**config.mk**
```make
export PLATFORM = sky130hd
export DESIGN_NAME = pll_reset_seq
export DESIGN_NICKNAME = d
export VERILOG_FILES = /design/src/rtl/pll_reset_seq.sv
export SDC_FILE = /design/constraint.sdc
export NUM_CORES = 1
export LEC_CHECK = 0
export ABC_CLOCK_PERIOD_IN_PS = 2550
export CORE_MARGIN = 4
export CORE_UTILIZATION = 40
export CTS_CLUSTER_DIAMETER = 80
export DETAILED_ROUTE_END_ITERATION = 8
export PLACE_DENSITY = 0.55
export REMOVE_ABC_BUFFERS = 1
export SYNTH_ARGS = -nofsm -noshare
export SYNTH_HDL_FRONTEND = slang
export SYNTH_SLANG_ARGS = --single-unit
```
**constraint.sdc**
```tcl
create_clock -name clock_in -period 2.55 [get_ports clock_in]
set_input_delay 0.51 -clock clock_in [delete_from_list [all_inputs] [get_ports clock_in]]
set_output_delay 0.51 -clock clock_in [all_outputs]
set_load 0.02 [all_outputs]
```
**src/rtl/pll_reset_seq.sv**
```systemverilog
// PLL reset sequencer: holds the PLL in reset, qualifies a filtered lock, then releases
// the core reset. It re-runs on lock loss, on a lock timeout or on a software request.
module pll_reset_seq #(
    parameter int unsigned RESET_CYCLES = 16,
    parameter int unsigned LOCK_FILTER  = 1024,
    parameter int unsigned TIMEOUT      = 65535
) (
    input  logic       clock_in,
    input  logic       resetn,
    input  logic       pll_locked,
    input  logic       restart_req,
    output logic       pll_resetb,
    output logic       core_reset,
    output logic       ready,
    output logic [1:0] state,
    output logic [7:0] lock_lost_count,
    output logic [7:0] retry_count
);

    typedef enum logic [1:0] {
        StResetPll = 2'd0,
        StWaitLock = 2'd1,
        StRun      = 2'd2
    } state_e;

    localparam logic [15:0] LP_RESET_LAST   = 16'(RESET_CYCLES - 1);
    localparam logic [15:0] LP_LOCK_LAST    = 16'(LOCK_FILTER - 1);
    localparam logic [15:0] LP_TIMEOUT_LAST = 16'(TIMEOUT - 1);

    state_e      r_state;
    logic        r_lock_meta;
    logic        r_lock_s;
    logic [15:0] r_cycle_cnt;
    logic [15:0] r_lock_cnt;
    logic [15:0] r_timeout_cnt;
    logic [7:0]  r_lost_cnt;
    logic [7:0]  r_retry_cnt;

    logic        w_lock_done;
    logic        w_timeout;

    // pll_locked is asynchronous to clock_in; only r_lock_s is used past this point.
    always_ff @(posedge clock_in or negedge resetn) begin
        if (!resetn) begin
            r_lock_meta <= 1'b0;
            r_lock_s    <= 1'b0;
        end else begin
            r_lock_meta <= pll_locked;
            r_lock_s    <= r_lock_meta;
        end
    end

    assign w_lock_done = r_lock_s && (r_lock_cnt == LP_LOCK_LAST);
    assign w_timeout   = (r_timeout_cnt == LP_TIMEOUT_LAST);

    always_ff @(posedge clock_in or negedge resetn) begin
        if (!resetn) begin
            r_state       <= StResetPll;
            r_cycle_cnt   <= 16'd0;
            r_lock_cnt    <= 16'd0;
            r_timeout_cnt <= 16'd0;
            r_lost_cnt    <= 8'd0;
            r_retry_cnt   <= 8'd0;
        end else begin
            unique case (r_state)
                StResetPll: begin
                    // restart_req is deliberately ignored here so the hold is never stretched
                    if (r_cycle_cnt == LP_RESET_LAST) begin
                        r_state       <= StWaitLock;
                        r_cycle_cnt   <= 16'd0;
                        r_lock_cnt    <= 16'd0;
                        r_timeout_cnt <= 16'd0;
                    end else begin
                        r_cycle_cnt <= r_cycle_cnt + 16'd1;
                    end
                end
                StWaitLock: begin
                    if (restart_req) begin
                        r_state       <= StResetPll;
                        r_cycle_cnt   <= 16'd0;
                        r_lock_cnt    <= 16'd0;
                        r_timeout_cnt <= 16'd0;
                    end else if (w_lock_done) begin
                        // A qualified lock wins over a coincident timeout.
                        r_state <= StRun;
                    end else if (w_timeout) begin
                        r_state       <= StResetPll;
                        r_cycle_cnt   <= 16'd0;
                        r_lock_cnt    <= 16'd0;
                        r_timeout_cnt <= 16'd0;
                        if (r_retry_cnt != 8'hFF) begin
                            r_retry_cnt <= r_retry_cnt + 8'd1;
                        end
                    end else begin
                        r_timeout_cnt <= r_timeout_cnt + 16'd1;
                        r_lock_cnt    <= r_lock_s ? r_lock_cnt + 16'd1 : 16'd0;
                    end
                end
                StRun: begin
                    if (!r_lock_s || restart_req) begin
                        r_state       <= StResetPll;
                        r_cycle_cnt   <= 16'd0;
                        r_lock_cnt    <= 16'd0;
                        r_timeout_cnt <= 16'd0;
                        // A lock loss is counted even when a restart coincides with it.
                        if (!r_lock_s && (r_lost_cnt != 8'hFF)) begin
                            r_lost_cnt <= r_lost_cnt + 8'd1;
                        end
                    end
                end
                default: begin
                    r_state       <= StResetPll;
                    r_cycle_cnt   <= 16'd0;
                    r_lock_cnt    <= 16'd0;
                    r_timeout_cnt <= 16'd0;
                end
            endcase
        end
    end

    assign pll_resetb      = (r_state != StResetPll);
    assign core_reset      = (r_state != StRun);
    assign ready           = (r_state == StRun);
    assign state           = r_state;
    assign lock_lost_count = r_lost_cnt;
    assign retry_count     = r_retry_cnt;

endmodule

```
### Word level (Yosys, flattened, before mapping)

Cells that the tools add are included.

| word-level totals | value |
|---|---|
| bits in registers | 68 |
| latch bits | 0 |
| RAM bits | 0 |
| bits in read-only memories | 0 |
| output and inout bits | 21 |
| logic and storage cells | 61 |
| memories | 0 |

| cells by class | value |
|---|---|
| $add $sub $neg | 5 |
| $mul | 0 |
| div/mod/pow operators | 0 |
| order comparisons | 0 |
| equal/unequal tests | 13 |
| shift-type cells | 0 |
| muxes and demuxes | 22 |
| bitwise logic cells | 2 |
| reductions and logical operators | 11 |

Operators with widths:

| operator | count |
|---|---|
| 16-bit two-way mux | 13 |
| 16-bit case mux with 3 select lines | 3 |
| 16-bit by 1-bit adder with 16-bit output, second input constant | 3 |
| 8-bit by 1-bit adder with 8-bit output, second input constant | 2 |
| 16-bit by 10-bit == test with 1-bit output, second input constant | 1 |
| 16-bit == test, second input constant | 1 |
| 16-bit by 4-bit == test with 1-bit output, second input constant | 1 |
| 8-bit inequality test, second input constant | 2 |
| 3-bit AND reduction | 4 |
| 2-bit two-way mux | 5 |
| 3-bit inequality test, second input constant | 2 |
| 2-bit case mux with 3 select lines | 1 |
| 5-bit AND reduction | 1 |
| 2-bit inequality test, second input constant | 2 |
| 4-bit inequality test, second input constant | 1 |
| 2-bit by 1-bit == test with 1-bit output, second input constant | 1 |
| 2-bit == test, second input constant | 1 |
| 1-bit logical AND | 2 |
| 2-bit logical NOT | 1 |
| 2-bit by 1-bit inequality test with 1-bit output, second input constant | 1 |
| 1-bit NOT | 2 |
| 2-bit nonzero test | 1 |
| 1-bit logical NOT | 1 |
| 1-bit logical OR | 1 |

### Depth between registers and ports, before layout

| depth | value |
|---|---|
| depth after elaboration | 6 |
| gate-level depth with buffers | 9 |
| depth with buffers taken out | 7 |

### Worst setup path before layout

No wires, ideal clock.

| timing path | value |
|---|---|
| path kind | register to register |
| start | register r_state[0], in the netlist state[0] |
| end | register r_timeout_cnt[10] |
| setup time | 133 ps |
| arrival | 1926 ps |
| path slack | 491 ps |
| cell stages (with the launch flop) | 8 |
| path buffers | 2 |
| period minus slack after synthesis | 2059 ps |
| path through | dfrtp_1 -> nand2b_1 -> or3b_2 -> o21ai_1 -> buf_2 -> buf_4 -> nand3b_1 -> o21ai_0 |

| on the way | value |
|---|---|
| cells in the longest elaborated chain, start to end | 3 |
| elaborated cells on any way between the ends | 8 |
| those cells by class | eq/ne (5); mux (1); reduce/logical (2) |

Ends and longest elaborated chain:

| item | line | RTL |
|---|---|---|
| start: declaration | 30 | `state_e r_state;` |
| start signal: assignment | 58 | `r_state <= StResetPll;` |
| start signal: assignment | 69 | `r_state <= StWaitLock;` |
| start signal: assignment | 79 | `r_state <= StResetPll;` |
| 2-bit by 1-bit == test with 1-bit output, or another cell as far along | 65 | `unique case (r_state)` |
| 3-bit inequality test (no source line), or another cell as far along | n/a |  |
| 3-bit AND reduction (no source line) | n/a |  |
| end signal: assignment | 95 | `r_timeout_cnt <= r_timeout_cnt + 16'd1;` |
| end: declaration | 35 | `logic [15:0] r_timeout_cnt;` |

Several ways; a longest one is shown, not always the timed one.
A chain may end at the register's enable or synchronous reset.

### Worst setup path after layout

| timing path | value |
|---|---|
| start | register r_lock_cnt[0] |
| end | register r_lock_cnt[7] |

| on the way | value |
|---|---|
| cells in the longest elaborated chain, start to end | 6 |
| elaborated cells on any way between the ends | 10 |
| those cells by class | add/sub (1); eq/ne (2); mux (5); reduce/logical (2) |

Ends and longest elaborated chain:

| item | line | RTL |
|---|---|---|
| start: declaration | 34 | `logic [15:0] r_lock_cnt;` |
| start signal: assignment | 96 | `r_lock_cnt <= r_lock_s ? r_lock_cnt + 16'd1 : 16'd0;` |
| 16-bit by 1-bit adder with 16-bit output | 96 |  |
| 16-bit two-way mux | 96 |  |
| 16-bit two-way mux | 86 | `end else if (w_timeout) begin` |
| 16-bit two-way mux | 83 | `end else if (w_lock_done) begin` |
| 16-bit two-way mux | 78 | `if (restart_req) begin` |
| 16-bit case mux with 3 select lines | 65 |  |

Several ways; a longest one is shown, not always the timed one. The select of a mux whose other input is x is not followed.

==> run summary <==
Buffers inserted during post-CTS setup optimization - 0
# rows - 34
Setup Total Neg Slack - 0 ns
Combinational family with the most area after synthesis - simple AND/OR/NAND/NOR gates
Area Growth Syn to Fin - 18.0%
Pin slew with the least headroom to its limit - 0.581 ns
Post-Syn Area per Cell - 9.58 µm²
CTS Root Buffer Type - clkbuf_8
Setup crit start kind - flop
Global-route usage over all layers - 0.169
Die Y - 104 µm
DP Wirelength - 6140 µm
XOR/XNOR Fraction of Synth Area - 0.0354
Setup violations, final - 0
Beginning of the worst register-to-register path - r_lock_cnt[0]
Final critical-path required period - 2.31 ns
Antenna violations before repair - 0
Synth Area in Simple Gates - 0.259
Static Leakage - 0.00193 µW
Run status - finished clean
Area used by multi-input combinational logic - 1890 µm²
Required time of the critical path - 2.82 ns
Routed length per instance - 16.5 µm
Max-cap viol count - 0
Crit-path max FO - 38
Drc violations - 0
GRT Residual Overflow - 0
Final #Nets - 435
Peak ir drop on the vdd network - 0.000514 V
Share of synthesized area spent on multiplexers - 0.00607
CTS tree - yes
Number of placed instances with taps included - 522
Clk_skew - 0.0127 ns
Cell count after synthesis - 387
First-pass GRT wire length - 15400 µm
I/O pin count - 25
Slew Limit Headroom - 0.613
Worst min path class - in2async
Initial DRC count - 189
Synthesized-area fraction occupied by ao, oa, aoi and oai cells - 0.188
Final estimated routing congestion in global placement - 0.847
Die footprint - 10900 µm²
Launching instance or port of the critical path - r_lock_cnt[0]
Final critical-path share of the clock period - 0.904
Max Freq - 0.434 GHz
Number of filler instances in the final layout - 861
Most instantiated flip-flop cell in the synthesis netlist - dfrtp_1
Post-synthesis adder-cell area fraction - 0.0202
Placeable core region - 8850 µm²
Clock tree buffer depth - 2
Remaining antenna violation count after routing - 0
Distinct cell type count of the synthesized netlist - 59
Via count of the routed design - 3144
Worst-skew pair later-pin latency - 0.34 ns
Number of diodes - 0
EDFF count, synth - 0
Warnings, synthesis - 0
P per Cell Area - 686 nW/µm²
DIE WIDTH - 104 µm
Cells resized by post-CTS repair - 0
Via count of the first global-routing pass - 3076
Category of the most critical setup path - reg2reg
Register bit count reported by yosys - 68
Vias per Instance - 5.84
Number of detailed-routing iterations run before antenna repair - 4
Final core utilization - 0.494
Arrival time reported for the critical path endpoint - 2.58 ns
Most frequent cells in the layout - dfrtp_1, nand2_1, nand3_1, clkdlybuf4s50_1, nor2_1
Critical path capture point type - flop
Fraction of the yosys area taken by sequential cells - 0.459
Final standard cell count with taps included and fillers excluded - 538
Count of port buffers added during placement - 24
Clock input transition at the sequential cells of the worst setup and hold paths - 0.07 ns
Leading cell type in the layout, fill and taps excluded - dfrtp_1
Number of buffers created by CTS - 9
Share of post-route cells with drive strength above 1 - 0.121
Final-report hold violation count - 0
Routed wire length - 8860 µm
Area occupied by registers - 1700 µm²
Count of final max-slew check failures - 0
Cell Area, Synth - 3710 µm²
Starting density of the core - 0.419
Count of clock tree sinks - 68
Largest net degree at the start of global routing - 46
Unrepaired setup endpoints after global routing - false
Number of buffers inserted for hold repair after clock tree synthesis - 0
H-tree levels - 3
Fraction of registers with async set or reset after synthesis - 1.00
[sequential cells by signal, summed over array words and instances, names as in the netlist]
| register | flops |
|---|---|
| r_cycle_cnt | 16 |
| r_lock_s | 1 |
| r_lock_meta | 1 |
| retry_count | 8 |
| state | 2 |
| r_lock_cnt | 16 |
| r_timeout_cnt | 16 |
| lock_lost_count | 8 |
[layout make-up]
class                      instances  share of cell area
multi-input combinational        291               0.432
sequential                        68               0.389
timing repair buffer              44              0.0967
clock buffer                      15              0.0403
tap                              108              0.0309
inverter                          11             0.00944
clock inverter                     1             0.00114
[routing by layer]
metal  routed length [µm]  GRT usage  up-vias
met2                 3860      0.257       75
met5                    0          0        -
li1                     -          -     1546
met4                  164     0.0627        0
met1                 4490      0.240     1508
met3                  349     0.0317       15
[through the flow]
stage	hold WS [ns]	power (µW)	setup WS, ns	area [µm²]
after floorplan	0.214	1810	-0.338	3630
after global placement	0.364	2170	0.261	4190
after detailed placement	0.362	2180	0.178	4190
after CTS	0.174	3040	0.274	4370
after global routing	0.207	3200	0.143	4370
final	0.164	3000	0.245	4370
[cell usage after synthesis, types with 2 or more instances]
| cell type | count | area share |
|---|---|---|
| dfrtp_1 | 68 | 0.46 |
| nand2_1 | 31 | 0.031 |
| nand3_1 | 25 | 0.034 |
| nor2_1 | 23 | 0.023 |
| nor3_1 | 19 | 0.026 |
| o31ai_1 | 19 | 0.038 |
| nand4_1 | 13 | 0.022 |
| nor4_1 | 13 | 0.022 |
| inv_1 | 11 | 0.011 |
| o21ai_1 | 11 | 0.015 |
| a31oi_1 | 10 | 0.017 |
| o21ai_0 | 10 | 0.014 |
| xor2_1 | 9 | 0.021 |
| a21oi_1 | 8 | 0.011 |
| and3_1 | 8 | 0.014 |
| clkbuf_1 | 8 | 0.0081 |
| a211o_1 | 7 | 0.017 |
| buf_2 | 7 | 0.0094 |
| ha_1 | 6 | 0.020 |
| nand2b_1 | 6 | 0.010 |
| or4_1 | 6 | 0.012 |
| xnor2_1 | 6 | 0.014 |
| or3_1 | 5 | 0.0084 |
| a211oi_1 | 4 | 0.0081 |
| a21o_1 | 4 | 0.0081 |
| nor3_2 | 4 | 0.011 |
| a221o_1 | 3 | 0.0081 |
| a22o_1 | 3 | 0.0071 |
| and2_1 | 2 | 0.0034 |
| and4_1 | 2 | 0.0047 |
| buf_4 | 2 | 0.0040 |
| mux2_2 | 2 | 0.0061 |
| nand3b_1 | 2 | 0.0040 |
| nor2_2 | 2 | 0.0034 |
| o211ai_1 | 2 | 0.0040 |
| o311a_1 | 2 | 0.0054 |
| o41ai_1 | 2 | 0.0047 |
[path summary, 6_finish.rpt]
| path | to | cells after the start | slack, ns |
|---|---|---|---|
| hold / removal | r_lock_cnt[10] | 1 | 0.16 |
| max in group asynchronous | lock_lost_count[1] | 2 | 1.73 |
| min in group clock_in | r_lock_s | 0 | 0.39 |
| setup reg to reg | r_lock_cnt[7] | 7 | 0.24 |
| setup / recovery | r_lock_cnt[7] | 7 | 0.24 |
| hold reg to reg | r_lock_s | 0 | 0.39 |
[kinds of logic after synthesis]
family / count (synthesis)
muxes: 2
xor gates and xnor gates: 15
and+or+nand+nor: 172
buffers and inverters: 28
AOI/OAI and AO/OA: 96
adders and majority gates: 6
DFF: 68
[worst max-delay path: stages (launching register included)]
cell and delay [ns]:
dfrtp_1 0.41, ha_1 0.24, and4_1 0.27, nand4b_1 0.33, o21ai_2 0.29, buf_12 0.24
nand2b_1 0.26, a221o_1 0.20
[where the power goes]
part	total (µW)	switching, µW	internal (µW)
Sequential	1320	133	1190
Clock	838	404	434
Combinational	842	491	351
Note: power is estimated with default switching activity, not from simulation.
